`config.mk`:
```
export PLATFORM = sky130hd
export DESIGN_NAME = sccb_target
export DESIGN_NICKNAME = d
export VERILOG_FILES = /design/src/rtl/sccb_target.sv
export SDC_FILE = /design/constraint.sdc
export NUM_CORES = 2
export LEC_CHECK = 0
export ABC_AREA = 0
export BUFFER_PORTS_ARGS = -buffer_cell sky130_fd_sc_hd__buf_2
export CAP_MARGIN = 0
export CORE_ASPECT_RATIO = 0.9
export CORE_UTILIZATION = 35
export DETAILED_ROUTE_END_ITERATION = 6
export PLACE_DENSITY = 0.61
export REMOVE_ABC_BUFFERS = 1
export SLEW_MARGIN = 5
export SYNTH_ARGS = -nofsm -noshare
export SYNTH_HDL_FRONTEND = slang
export SYNTH_SLANG_ARGS = --single-unit
```
`constraint.sdc`:
```
create_clock -name clk -period 5.9 [get_ports clk]
set_clock_uncertainty 0.2 [all_clocks]
set_input_delay 0.295 -clock clk [delete_from_list [all_inputs] [get_ports clk]]
set_output_delay 0.295 -clock clk [all_outputs]
set_load 0.05 [all_outputs]
```
`src/rtl/sccb_target.sv`:
```
// sccb_target: camera-side SCCB/I2C responder with a 256x8 register file,
// write strobe reporting and auto-incrementing register pointer.
`default_nettype none

module sccb_target #(
    parameter logic [7:0] SID         = 8'h60,
    parameter int         SYNC_STAGES = 2
) (
    input  logic       clk,
    input  logic       rst_n,
    input  logic       sioc,
    input  logic       siod_in,
    output logic       siod_oe,
    output logic       wr_valid,
    output logic [7:0] wr_addr,
    output logic [7:0] wr_data,
    output logic       busy
);

    typedef enum logic [3:0] {
        S_IDLE, S_ID, S_ID_ACK, S_REG, S_REG_ACK,
        S_WDATA, S_WDATA_ACK, S_RDATA, S_RD_ACK, S_IGNORE
    } state_t;

    logic [SYNC_STAGES-1:0] sioc_sync_q, siod_sync_q;
    logic                   sioc_prev_q, siod_prev_q;

    state_t     state_q, state_d;
    logic [3:0] cnt_q, cnt_d;
    logic [7:0] shift_q, shift_d;
    logic [7:0] ptr_q, ptr_d;
    logic       rw_q, rw_d;
    logic       ack_q, ack_d;
    logic       oe_q, oe_d;
    logic       busy_q, busy_d;
    logic       wr_valid_q, wr_valid_d;
    logic [7:0] wr_addr_q, wr_addr_d;
    logic [7:0] wr_data_q, wr_data_d;
    logic       mem_we;

    logic [7:0] mem [256];

    // Sync flops reset to the idle bus level so reset release never fakes an event
    always_ff @(posedge clk or negedge rst_n) begin
        if (!rst_n) begin
            sioc_sync_q <= '1;
            siod_sync_q <= '1;
            sioc_prev_q <= 1'b1;
            siod_prev_q <= 1'b1;
        end else begin
            sioc_sync_q <= {sioc_sync_q[SYNC_STAGES-2:0], sioc};
            siod_sync_q <= {siod_sync_q[SYNC_STAGES-2:0], siod_in};
            sioc_prev_q <= sioc_sync_q[SYNC_STAGES-1];
            siod_prev_q <= siod_sync_q[SYNC_STAGES-1];
        end
    end

    logic w_scl, w_sda, w_start, w_stop, w_rise, w_fall;
    logic [7:0] w_byte, w_rd_byte;

    assign w_scl     = sioc_sync_q[SYNC_STAGES-1];
    assign w_sda     = siod_sync_q[SYNC_STAGES-1];
    assign w_start   = w_scl & sioc_prev_q & siod_prev_q & ~w_sda;
    assign w_stop    = w_scl & sioc_prev_q & ~siod_prev_q & w_sda;
    assign w_rise    = w_scl & ~sioc_prev_q;
    assign w_fall    = ~w_scl & sioc_prev_q;
    assign w_byte    = {shift_q[6:0], w_sda};
    assign w_rd_byte = mem[ptr_q];

    always_comb begin
        state_d    = state_q;
        cnt_d      = cnt_q;
        shift_d    = shift_q;
        ptr_d      = ptr_q;
        rw_d       = rw_q;
        ack_d      = ack_q;
        oe_d       = oe_q;
        busy_d     = busy_q;
        wr_valid_d = 1'b0;
        wr_addr_d  = wr_addr_q;
        wr_data_d  = wr_data_q;
        mem_we     = 1'b0;
        if (w_start) begin
            state_d = S_ID;
            cnt_d   = 4'd0;
            oe_d    = 1'b0;
            ack_d   = 1'b0;
            busy_d  = 1'b1;
        end else if (w_stop) begin
            state_d = S_IDLE;
            oe_d    = 1'b0;
            ack_d   = 1'b0;
            busy_d  = 1'b0;
        end else begin
            case (state_q)
                S_ID, S_REG, S_WDATA: if (w_rise) begin
                    shift_d = w_byte;
                    cnt_d   = cnt_q + 4'd1;
                    if (cnt_q == 4'd7) begin
                        cnt_d = 4'd0;
                        case (state_q)
                            S_ID: begin
                                if (w_byte[7:1] == SID[7:1]) begin
                                    state_d = S_ID_ACK;
                                    rw_d    = w_byte[0];
                                end else begin
                                    state_d = S_IGNORE;
                                end
                            end
                            S_REG: begin
                                ptr_d   = w_byte;
                                state_d = S_REG_ACK;
                            end
                            default: begin
                                mem_we     = 1'b1;
                                wr_valid_d = 1'b1;
                                wr_addr_d  = ptr_q;
                                wr_data_d  = w_byte;
                                ptr_d      = ptr_q + 8'd1;
                                state_d    = S_WDATA_ACK;
                            end
                        endcase
                    end
                end
                // First fall drives the ACK, the second releases it and moves on
                S_ID_ACK, S_REG_ACK, S_WDATA_ACK: if (w_fall) begin
                    if (!ack_q) begin
                        oe_d  = 1'b1;
                        ack_d = 1'b1;
                    end else begin
                        oe_d  = 1'b0;
                        ack_d = 1'b0;
                        cnt_d = 4'd0;
                        if (state_q == S_ID_ACK && rw_q) begin
                            state_d = S_RDATA;
                            shift_d = w_rd_byte;
                            oe_d    = ~w_rd_byte[7];
                        end else if (state_q == S_ID_ACK) begin
                            state_d = S_REG;
                        end else begin
                            state_d = S_WDATA;
                        end
                    end
                end
                S_RDATA: begin
                    if (w_rise) begin
                        cnt_d   = cnt_q + 4'd1;
                        shift_d = {shift_q[6:0], 1'b0};
                    end else if (w_fall) begin
                        if (cnt_q == 4'd8) begin
                            oe_d    = 1'b0;
                            cnt_d   = 4'd0;
                            state_d = S_RD_ACK;
                        end else begin
                            oe_d = ~shift_q[7];
                        end
                    end
                end
                // The pointer advances past every byte handed out, ACKed or not
                S_RD_ACK: begin
                    if (w_rise) begin
                        ptr_d = ptr_q + 8'd1;
                        if (w_sda) state_d = S_IGNORE;
                        else       ack_d   = 1'b1;
                    end else if (w_fall && ack_q) begin
                        ack_d   = 1'b0;
                        cnt_d   = 4'd0;
                        shift_d = w_rd_byte;
                        oe_d    = ~w_rd_byte[7];
                        state_d = S_RDATA;
                    end
                end
                default: ;
            endcase
        end
    end

    always_ff @(posedge clk or negedge rst_n) begin
        if (!rst_n) begin
            state_q    <= S_IDLE;
            cnt_q      <= 4'd0;
            shift_q    <= 8'd0;
            ptr_q      <= 8'd0;
            rw_q       <= 1'b0;
            ack_q      <= 1'b0;
            oe_q       <= 1'b0;
            busy_q     <= 1'b0;
            wr_valid_q <= 1'b0;
            wr_addr_q  <= 8'd0;
            wr_data_q  <= 8'd0;
        end else begin
            state_q    <= state_d;
            cnt_q      <= cnt_d;
            shift_q    <= shift_d;
            ptr_q      <= ptr_d;
            rw_q       <= rw_d;
            ack_q      <= ack_d;
            oe_q       <= oe_d;
            busy_q     <= busy_d;
            wr_valid_q <= wr_valid_d;
            wr_addr_q  <= wr_addr_d;
            wr_data_q  <= wr_data_d;
        end
    end

    always_ff @(posedge clk) begin
        if (mem_we) mem[ptr_q] <= w_byte;
    end

    assign siod_oe  = oe_q;
    assign busy     = busy_q;
    assign wr_valid = wr_valid_q;
    assign wr_addr  = wr_addr_q;
    assign wr_data  = wr_data_q;

endmodule

`default_nettype wire
```
# After elaboration in Yosys (flattened, before gate mapping)
# Memories as Yosys holds them, arrays and structs flattened.
# Index checks and enable logic that the tools add are counted.
# totals
reg_bits	51
latchBits	0
ramBits	2048
rom_bits	0
inputBits	4
output_inout_bits	19
word_cells	166
mem_count	1
# mem_list
memory	words	width	rd	rd_ports_with_merged_regs	write_ports	line	source
mem	256	8	1	0	1	41	logic [7:0] mem [256];
# op_classes
add_sub_neg	2
mul	0
div	0
n_lt_le_gt_ge	0
n_eq_ne	41
n_shift	0
muxes	71
bitwise_logic	16
n_reduce_logical	20
# op_table
operator	count
2-to-1 mux 4 bit	24
2-to-1 mux 8 bit	10
inequality test 4 bit, second input constant	11
case mux 4 bit (4 select lines)	2
case mux 8 bit (2 select lines)	2
case mux 8 bit (4 select lines)	1
2-to-1 mux 1 bit	27
inequality test 2 bit, second input constant	11
== test 4 x 3 -> 1 bit, second input constant	5
AND reduction 10 bit	2
inequality test 3 bit, second input constant	5
inequality test 5 bit, second input constant	3
AND reduction 7 bit	2
AND reduction 6 bit	2
nonzero test 5 bit	2
inverter 1 bit	9
AND reduction 9 bit	1
adder 8 x 1 -> 8 bit, second input constant	1
== test 4 x 2 -> 1 bit, second input constant	2
== test 4 bit, second input constant	2
case mux 4 bit (2 select lines)	1
nonzero test 4 bit	2
bitwise AND 1 bit	7
== test 7 x 6 -> 1 bit, second input constant	1
11 further kinds	15

# Logic depth before layout (Yosys ltp)
# logic_depth
ltp_word	10
ltp_mapped	13
ltp_nobuf	9

# Least setup slack after synthesis
# No wires, ideal clock.
# synth_path
path_kind	register -> register
startpoint	register shift_q[4]
endpoint	register state_q[0]
setup_ns	0.130
arrival_ns	4.415
required_time_ns	5.570
path_slack_ns	1.155
stages_incl_launch_ff	7
path_cell_list	dfrtp_1 nor4bb_1 nand2_1 a31oi_1 a31oi_1 o21ai_0 mux2i_1
# synth_via
elab_chain_cells	8
# synth_lines
item	line	source
start: declaration	30	logic [7:0] shift_q, shift_d;
start signal: assignment	194	shift_q <= shift_d;
== test 7 x 6 -> 1 bit	103	if (w_byte[7:1] == SID[7:1]) begin
2-to-1 mux 4 bit	103	
case mux 4 bit (2 select lines)	101	case (state_q)
2-to-1 mux 4 bit	99	if (cnt_q == 4'd7) begin
2-to-1 mux 4 bit	96	S_ID, S_REG, S_WDATA: if (w_rise) begin
case mux 4 bit (4 select lines)	95	case (state_q)
2-to-1 mux 4 bit	89	end else if (w_stop) begin
2-to-1 mux 4 bit	83	if (w_start) begin
end signal: assignment	192	state_q <= state_d;
end: declaration	28	state_t state_q, state_d;
# Every way passes these cells. The select of a mux whose other input is x is not followed.
# A chain may end at the register's enable or synchronous reset.

# Final worst setup path
# layout_path
startpoint	register ptr_q[5]
endpoint	register oe_q (netlist: siod_oe)
# layout_via
elab_chain_cells	8
elab_cells_between_ends	10
classes_between	mux: 8; bitwise: 1; memory: 1
# layout_lines
item	line	source
start: declaration	31	logic [7:0] ptr_q, ptr_d;
start signal: assignment	195	ptr_q <= ptr_d;
memory (256 x 8 bit) (*)	n/a	
inverter 1 bit (*)	137, 169	
2-to-1 mux 1 bit	134	if (state_q == S_ID_ACK && rw_q) begin
2-to-1 mux 1 bit	127	if (!ack_q) begin
2-to-1 mux 1 bit	126	S_ID_ACK, S_REG_ACK, S_WDATA_ACK: if (w_fall) begin
case mux 1 bit (3 select lines) (*)	95	
2-to-1 mux 1 bit (*)	89	
2-to-1 mux 1 bit (*)	83	
end signal: assignment	186	oe_q <= 1'b0;
end signal: assignment	198	oe_q <= oe_d;
end: declaration	34	logic oe_q, oe_d;
# Every way passes the cells marked *; elsewhere a longest branch is shown, timed or not. The select of a mux whose other input is x is not followed.

==> impl_results.md <==
- Syn_area_per_cell: approximately 21 um^2
- GRT busiest layer: met2
- Worst reg2reg endpoint: siod_oe$_DFFE_PN0P_
- M1 GR Usage: around a quarter
- Wire per inst: approximately 30 um
- Row Count: around 170
- Post-synth EDFFs: about 2k
- Hold Path Class: reg -> reg
- Worst-path fanout max: 21
- RR Startpoint: ptr_q[5]$_DFFE_PN0P_
- All-Layer GR Usage: a little under a fifth
- Top-count cell post-synth: edfxtp_1
- Fin crit period: 4.785 ns
- Cell taking the most area after synthesis: edfxtp_1
- Final instance area: between 90000 and 100000 um^2
- Yosys top cell area share: between 70% and 80%
- RSZ-0062 raised after global routing: false
- WP data arrival: approximately 5.3 ns
- Ranking of synthesized cells by area: edfxtp_1, mux4_2, nor2_1
- Final TNS setup: 0 ns
- Startpoint type of the worst setup path: register
- Clock Root Buffer: clkbuf_16
- Critical path class: reg -> reg
- Met3 usage: 5.676%
- Via/cell ratio: 5.647
- Vias in the first global route: about 40k
- Detailed Routing Iterations Pass 1: 6
- CTS clk-pin slew, worst paths: 0.06 ns
- M2 GR Usage: approximately 27%
- Die area: 236400 um^2
- Clock Sinks: roughly 2.1k
- Async SR Flop Fraction: ~2.4%
- Post-synthesis sequential area ratio: between 70% and 80%
- Post-synth top flop: edfxtp_1
- CP required: between 6 and 7 ns
- Final hold violation count: 0
- Yosys reg bits: roughly 2.1k
- Post-synth top cells: edfxtp_1, mux4_2, nor2_1
- Clk buf depth: 3
- Reg2Reg Setup Slack: between 1 and 1.5 ns
- CTS tree: done
- Nets: 4032
- Layout fillers: 20.42k
- Total number of vias: around 41k
- Synth Cell Area: ~80000 um^2
- Port Buffers: 22
- Synth unique cells: between 60 and 70
- Hold Slack: 0.1623 ns
- DIE HEIGHT: 461.3 um
- Outcome: finished, final reports clean
- Fin. max-slew vios: 0
- Pleak: about 28 nW
- Worst Reg-to-Reg Cells: 9
- Fraction of layout cells with a size suffix above 1: between 20% and 30%
- Gpl congestion: ~0.90
- First-pass GRT wire length: slightly above 300000 um
- Final setup vio count: 0
- Core box area: 232900 um^2
- Ports: 23
- Synth warn: 0
- Congestion Overflow GR: 0
- Clk_lat worst skew: between 0.8 and 0.9 ns
- Final Cycle Share: roughly four fifths
- Setup crit start: ptr_q[5]$_DFFE_PN0P_
- H-tree depth: 4
- CP Capture Type: register
- Max Clk Rate: 209.0 MHz
- P&R area growth vs syn: 13.49%
- Die X: 512.3 um
- Crit path to: siod_oe$_DFFE_PN0P_
- Peak VDD IR: roughly 0.38 mV
- P per Cell Area: 431.5 nW/um^2
- Post-Synthesis Cells: between 3k and 4k
- Drt drc: 0
- Dpl hpwl: 133800 um
- Initial antenna violation count: 8
- Largest net degree at the start of global routing: slightly above 200
- DRT iter0 DRCs: 5597
- Maxcap violations: 0
- Rel. slew slack: 6.235%
- Num CTS Buffers: 206
- DRT antenna net count: 0
- DP Area: ~86000 um^2
- Least-Margin Pin Slew: ~1.4 ns
- Starting density of the core: 35.23%
- Routed WL: 218400 um
## placed cells by master (no fill, tap or decap), types with 46 or more instances in the layout
master        n
clkbuf_1     46
mux4_2      568
mux2i_1      58
nor2_1      305
buf_4       175
edfxtp_1   2048
clkbuf_16   207
a21oi_1      61
clkinv_1     61
a22oi_1      70
nand2_1      97
## how the worst min path moves through the flow
stage / slack, ns / cells past startpoint / endpoint / start
3_3_place_gp: -0.004 / 1 / wr_data[0]$_DFFE_PN0P_ / rst_n
4_1_cts: 0.16 / 0 / siod_sync_q[1]$_DFF_PN1_ / siod_sync_q[0]$_DFF_PN1_
3_5_place_dp: 0.004 / 1 / wr_data[0]$_DFFE_PN0P_ / rst_n
6_report: 0.16 / 0 / siod_sync_q[1]$_DFF_PN1_ / siod_sync_q[0]$_DFF_PN1_
5_1_grt: 0.17 / 0 / siod_sync_q[1]$_DFF_PN1_ / siod_sync_q[0]$_DFF_PN1_
2_1_floorplan: -0.20 / 0 / ack_q$_DFFE_PN0P_ / rst_n
## worst max-delay path, cell delays in order (launching register included)
cell and delay, ns:
dfrtp_2 0.95, buf_4 0.37, nor2b_1 0.93, a22oi_1 0.21, a31oi_1 0.65, a2111oi_0 0.29
o311ai_0 0.36, o41ai_1 0.19, buf_4 0.20, o31a_1 0.29
## area by class of cell
class                           instances  area [um^2]  area share [%]
Multi-Input combinational cell       1485        18050           19.39
Sequential cell                      2099        62830           67.48
Antenna cell                            2        5.005        0.005375
Tap cell                             3060         3829           4.112
Clock inverter                        131         1245           1.337
Timing Repair Buffer                  216         1734           1.863
Inverter                               14        60.06         0.06450
Clock buffer                          253         5353           5.749
## power by group
group	leakage, nW	switching [mW]	internal [mW]
Sequential	19.2	0.727	18.2
Clock	3.20	5.74	7.15
Combinational	5.74	5.01	3.40
## routing by layer
layer	wire, um	vias up
li1	-	16380
met1	90770	22110
met2	97270	2106
met3	23350	405
met4	7027	0
met5	0	-
## metrics by stage
step	power, mW	utilization [%]	std cells	setup WS (ns)
after global routing	41.35	39.98	7258	0.9885
after global placement	27.44	37.11	6867	1.267
final	40.17	39.98	7260	1.115
after floorplan	24.00	-	3598	-17.27
after CTS	40.38	39.98	7258	1.278
after detailed placement	27.60	37.11	6867	1.303
## registers in the layout, summed over array words and instances (netlist names), 2 cells and up
register / count
mem: 2048
ptr_q: 8
shift_q: 8
wr_addr: 8
wr_data: 8
cnt_q: 4
state_q: 4
sioc_sync_q: 2
siod_sync_q: 2
## kinds of logic after synthesis
| group | share of synthesized area [%] |
|---|---|
| AO/OA/AOI/OAI | 2.022 |
| XOR/XNOR | 0.01068 |
| adder cells (fa/ha/maj) | 0.09150 |
| buffers and inverters | 1.569 |
| flip-flops | 76.52 |
| multiplexers | 16.67 |
| AND/OR/NAND/NOR | 3.116 |
## timing repair
| item | in CTS | in global routing |
|---|---|---|
| endpoints found under the hold margin | 53 | 0 |
| gates resized for setup | 0 | 0 |
| hold buffers | 7 | 0 |
| setup buffers | 0 | 0 |
| endpoints found under the setup margin | 0 | 0 |
Note: power is estimated with default switching activity, not from simulation.
